File: src/rtl/alu_input_sequencer.sv
// Operand/opcode entry controller for the lab-board 4-bit ALU: debounced buttons step A -> B -> OP -> RUN.
// Optional macro ALU_SEQ_OP_CHECK_EN rejects opcode 11 in GET_OP and pulses err.

module alu_seq_btn #(
  parameter int DEBOUNCE_CYCLES = 4
) (
  input  logic clk,
  input  logic rst,
  input  logic btn,
  output logic pulse
);
  localparam int CW = $clog2(DEBOUNCE_CYCLES + 1);

  logic [1:0]    sync_q, sync_d;
  logic          deb_q, deb_d;
  logic          deb_prev_q, deb_prev_d;
  logic [CW-1:0] cnt_q, cnt_d;

  always_comb begin
    sync_d     = {sync_q[0], btn};
    deb_d      = deb_q;
    deb_prev_d = deb_q;
    cnt_d      = '0;
    // counter only runs while the synchronized level disagrees with deb
    if (sync_q[1] != deb_q) begin
      if (cnt_q == CW'(DEBOUNCE_CYCLES - 1)) deb_d = sync_q[1];
      else                                   cnt_d = cnt_q + CW'(1);
    end
    pulse = deb_q & ~deb_prev_q;
  end

  always_ff @(posedge clk) begin
    if (rst) begin
      sync_q     <= '0;
      deb_q      <= 1'b0;
      deb_prev_q <= 1'b0;
      cnt_q      <= '0;
    end else begin
      sync_q     <= sync_d;
      deb_q      <= deb_d;
      deb_prev_q <= deb_prev_d;
      cnt_q      <= cnt_d;
    end
  end
endmodule

module alu_input_sequencer #(
  parameter int DEBOUNCE_CYCLES = 4
) (
  input  logic       clk,
  input  logic       rst,
  input  logic [3:0] sw,
  input  logic       btn_enter,
  input  logic       btn_clear,
  output logic [3:0] a,
  output logic [3:0] b,
  output logic [1:0] op,
  output logic       start,
  output logic [1:0] stage,
  output logic       err
);
  typedef enum logic [1:0] {GET_A = 2'b00, GET_B = 2'b01, GET_OP = 2'b10, RUN = 2'b11} state_t;

  logic [1:0] btn_raw, btn_p;
  logic       enter_p, clear_p;

  assign btn_raw = {btn_clear, btn_enter};

  for (genvar i = 0; i < 2; i++) begin : g_btn
    alu_seq_btn #(.DEBOUNCE_CYCLES(DEBOUNCE_CYCLES)) u_btn (
      .clk   (clk),
      .rst   (rst),
      .btn   (btn_raw[i]),
      .pulse (btn_p[i])
    );
  end

  assign enter_p = btn_p[0];
  assign clear_p = btn_p[1];

  state_t     state_q, state_d;
  logic [3:0] a_q, a_d, b_q, b_d;
  logic [1:0] op_q, op_d;
`ifdef ALU_SEQ_OP_CHECK_EN
  logic       err_q, err_d;
`endif

  always_comb begin
    state_d = state_q;
    a_d     = a_q;
    b_d     = b_q;
    op_d    = op_q;
`ifdef ALU_SEQ_OP_CHECK_EN
    err_d   = 1'b0;
`endif
    if (clear_p) begin
      state_d = GET_A;
      a_d     = '0;
      b_d     = '0;
      op_d    = '0;
    end else if (enter_p) begin
      case (state_q)
        GET_A:  begin a_d = sw; state_d = GET_B;  end
        GET_B:  begin b_d = sw; state_d = GET_OP; end
        GET_OP: begin
`ifdef ALU_SEQ_OP_CHECK_EN
          if (sw[1:0] == 2'b11) err_d = 1'b1;
          else begin op_d = sw[1:0]; state_d = RUN; end
`else
          op_d    = sw[1:0];
          state_d = RUN;
`endif
        end
        default: state_d = GET_A;
      endcase
    end
  end

  always_ff @(posedge clk) begin
    if (rst) begin
      state_q <= GET_A;
      a_q     <= '0;
      b_q     <= '0;
      op_q    <= '0;
`ifdef ALU_SEQ_OP_CHECK_EN
      err_q   <= 1'b0;
`endif
    end else begin
      state_q <= state_d;
      a_q     <= a_d;
      b_q     <= b_d;
      op_q    <= op_d;
`ifdef ALU_SEQ_OP_CHECK_EN
      err_q   <= err_d;
`endif
    end
  end

  assign a     = a_q;
  assign b     = b_q;
  assign op    = op_q;
  assign stage = state_q;
  assign start = (state_q == RUN);
`ifdef ALU_SEQ_OP_CHECK_EN
  assign err   = err_q;
`else
  assign err   = 1'b0;
`endif
endmodule

File: config.mk
export PLATFORM = sky130hd
export DESIGN_NAME = alu_input_sequencer
export DESIGN_NICKNAME = d
export VERILOG_FILES = /design/src/rtl/alu_input_sequencer.sv
export SDC_FILE = /design/constraint.sdc
export NUM_CORES = 1
export LEC_CHECK = 0
export BUFFER_PORTS_ARGS = -buffer_cell sky130_fd_sc_hd__buf_2
export CAP_MARGIN = 30
export CORE_ASPECT_RATIO = 1.2
export CORE_MARGIN = 8
export CORE_UTILIZATION = 51
export CTS_CLUSTER_SIZE = 8
export DETAILED_ROUTE_END_ITERATION = 12
export HOLD_SLACK_MARGIN = 0.15
export PLACE_DENSITY = 0.83
export SLEW_MARGIN = 20
export SYNTH_ARGS = -nofsm -noshare
export SYNTH_HDL_FRONTEND = slang
export SYNTH_SLANG_ARGS = --single-unit
File: constraint.sdc
create_clock -name clk -period 1.41 [get_ports clk]
set_input_delay 0.0705 -clock clk [delete_from_list [all_inputs] [get_ports clk]]
set_output_delay 0.0705 -clock clk [all_outputs]
set_load 0.02 [all_outputs]
==> flow_summary.toml <==
[power]
p_leak_uw = 0.000550
power.density_mw_per_mm2 = 1010
vdd_drop_max_v = 0.000652

[sta]
fin_skew_ns = 0.00712
final.setup.tns_ns = 0
fin_crit_sh_pct = 93.4
period_needed_ns = 1.32
finalHoldViolCount = 0
setup_viol = 0
rsz0062_at_grt = "no"
max_freq_ghz = 0.760
drv_slew = 0

[logic_synthesis]
synth-seq-area-share_pct = 50.9
synth_area_mm2 = 0.00102
synth_warnings = 0
synth_ff_type = "dfxtp_1"
yosysUniqueCellTypes = 21
async_flop_share_pct = 0
yosys-top-cells-count = "dfxtp_1, a21oi_1, nand2_1, nand3_1, ha_1"
synth_fp_nets = 124
synth_edf_count = 0
ys_ff_latch = 26
synth_top_area_share_pct = 50.9
synth_cells = 107
synth_most_common_cell = "dfxtp_1"
synth.area.top_cells = "dfxtp_1, ha_1, a21oi_1"
yosysTopAreaCell = "dfxtp_1"
syn_avg_cell_area_um2 = 9.57

[global_routing]
antenna_found_initial = 0
grt_util_all_layers_pct = 10.9
overflow = 0
grt_pass1_vias = 797
grt_pass1_wl_um = 3340
grt_max_degree = 16

[layout]
fin_area_mm2 = 0.00128
insertedDiodeCount = 0
final_nets = 156
syn_to_final_growth_pct = 25.4
drive_above_1_share_pct = 22.5
num-fill-cells = 146

[routing]
wire_per_inst_um = 12.2
vias = 798
routed_wl_um = 1920
route.detailed.drc = 0
drt-initial-drc-count = 8
drtPass1Iterations = 4
drtAntennaViolNets = 0
drt-vias-per-instance = 5.08

[die]
start_util_pct = 54.7
ios = 22
rows = 17
core_area_mm2 = 0.00187
die_h_um = 65.1
die_x_um = 56.9
dieArea_mm2 = 0.00370

[status]
status = "finished clean"

[placement]
gp_congestion = 0.782
placed_area_mm2 = 0.00114
dp_hpwl_um = 1410
io_buffer_count = 20

[cts]
clkSlewWorstSetupHoldPaths_ns = 0.14
postCtsSetupBuffers = 0
cts_tree = "done"
clock-root-buffer = "clkbuf_4"
clk_latency_ns = 0.32
numCtsBuffers = 3
numClockSinks = 26
clockBufferDepth = 2
h-tree-depth = 1

[hold_path]
holdPathStages = 1
min_path_type = "flip-flop to flip-flop"

[setup_path]
cp_max_fo = 3
worstSetupStartpointType = "flip-flop"
critical_path_class = "flip-flop to flip-flop"
endpoint_kind = "flip-flop"
cp.arrival_ns = 1.59
ff2ff_path_depth = 4
required_ns = 1.68

[run]
maxCapViolCount = 0
[logic make-up (layout without fill, tap and decap cells)]
family / Yosys count / in the layout / share of synthesized area [%]
other cells: 1 / 1 / 0.366
compound gates: 13 / 13 / 7.09
flops: 26 / 26 / 50.9
mux: 3 / 3 / 2.93
fa+ha+maj: 9 / 9 / 11.0
buf+inv: 11 / 42 / 4.77
xor+xnor: 2 / 2 / 1.71
simple gates: 42 / 42 / 21.3
[routing by layer]
layer | wire (µm) | track usage (%)
met5 | 0 | 0
met4 | 29 | 5.29
met3 | 128 | 3.31
met2 | 954 | 19.3
met1 | 802 | 11.2
[per-stage QoR]
step	utilization [%]	setup slack [ns]	hold slack [ns]	std cells	total power, µW
6_report	68.6	0.0934	0.439	157	1300
5_1_grt	68.6	0.0188	0.466	157	1340
4_1_cts	68.5	0.0753	0.446	157	1320
3_5_place_dp	60.9	0.109	0.287	144	796
3_3_place_gp	60.9	0.163	0.279	144	795
2_1_floorplan	-	0.157	0.199	107	784
[registers in the layout (all words and copies together) (netlist names)]
register	flops
a	4
b	4
g_btn.u_btn.cnt_q	6
g_btn.u_btn.deb_prev_d	2
g_btn.u_btn.deb_prev_q	2
g_btn.u_btn.sync_q	4
op	2
stage	2
[area by class of cell]
class | count | area, µm² | area share, %
repair buffers | 31 | 205 | 16.0
flip-flops and latches | 26 | 522 | 40.6
clock inverters | 1 | 30.0 | 2.34
clock buffers | 3 | 22.5 | 1.75
multi-input cells | 70 | 454 | 35.4
inverters | 7 | 26.3 | 2.05
well taps | 19 | 23.8 | 1.85
[worst max-delay path, stage by stage (launching register included)]
cell	delay, ns
dfxtp_1	0.35
ha_1	0.21
ha_1	0.21
or3_4	0.41
nor2_2	0.08
[path summary, 6_finish.rpt]
check	startpoint	to	slack [ns]
max	g_btn[0].u_btn.cnt_q[0]	g_btn[0].u_btn.cnt_q[0]	0.09
min reg2reg	g_btn[1].u_btn.cnt_q[0]	g_btn[1].u_btn.cnt_q[0]	0.44
min	g_btn[1].u_btn.cnt_q[0]	g_btn[1].u_btn.cnt_q[0]	0.44
max reg2reg	g_btn[0].u_btn.cnt_q[0]	g_btn[0].u_btn.cnt_q[0]	0.09
[what timing repair did]
item,CTS,global route
gates resized for setup,0,1
endpoints found under the hold margin,18,0
setup endpoints to repair,0,1
hold buffers,9,0
[where the power goes]
group	internal (µW)	switching, µW
logic	30.9	23.7
clock network	288	213
registers	742	3.18
total	1060	240
[cells in the final DEF (no fill, tap or decap)]
cell / Yosys / routed
a21oi_1: 10 / 10
dfxtp_2: 0 / 1
nand3b_1: 3 / 3
dlygate4sd3_1: 0 / 9
clkbuf_4: 0 / 3
mux2i_1: 3 / 3
dfxtp_1: 26 / 25
a211oi_1: 1 / 1
or3_1: 1 / 1
or3_4: 1 / 1
and2b_1: 1 / 1
inv_1: 7 / 7
o21bai_1: 1 / 1
a21o_1: 1 / 1
nor2_2: 3 / 3
nor2b_1: 6 / 6
conb_1: 1 / 1
buf_2: 0 / 20
nand2_1: 10 / 10
ha_1: 9 / 9
xnor2_1: 2 / 2
bufinv_16: 0 / 1
buf_4: 2 / 2
nor2_1: 7 / 7
nand3_1: 10 / 10
(Power assumes the default switching activity.)
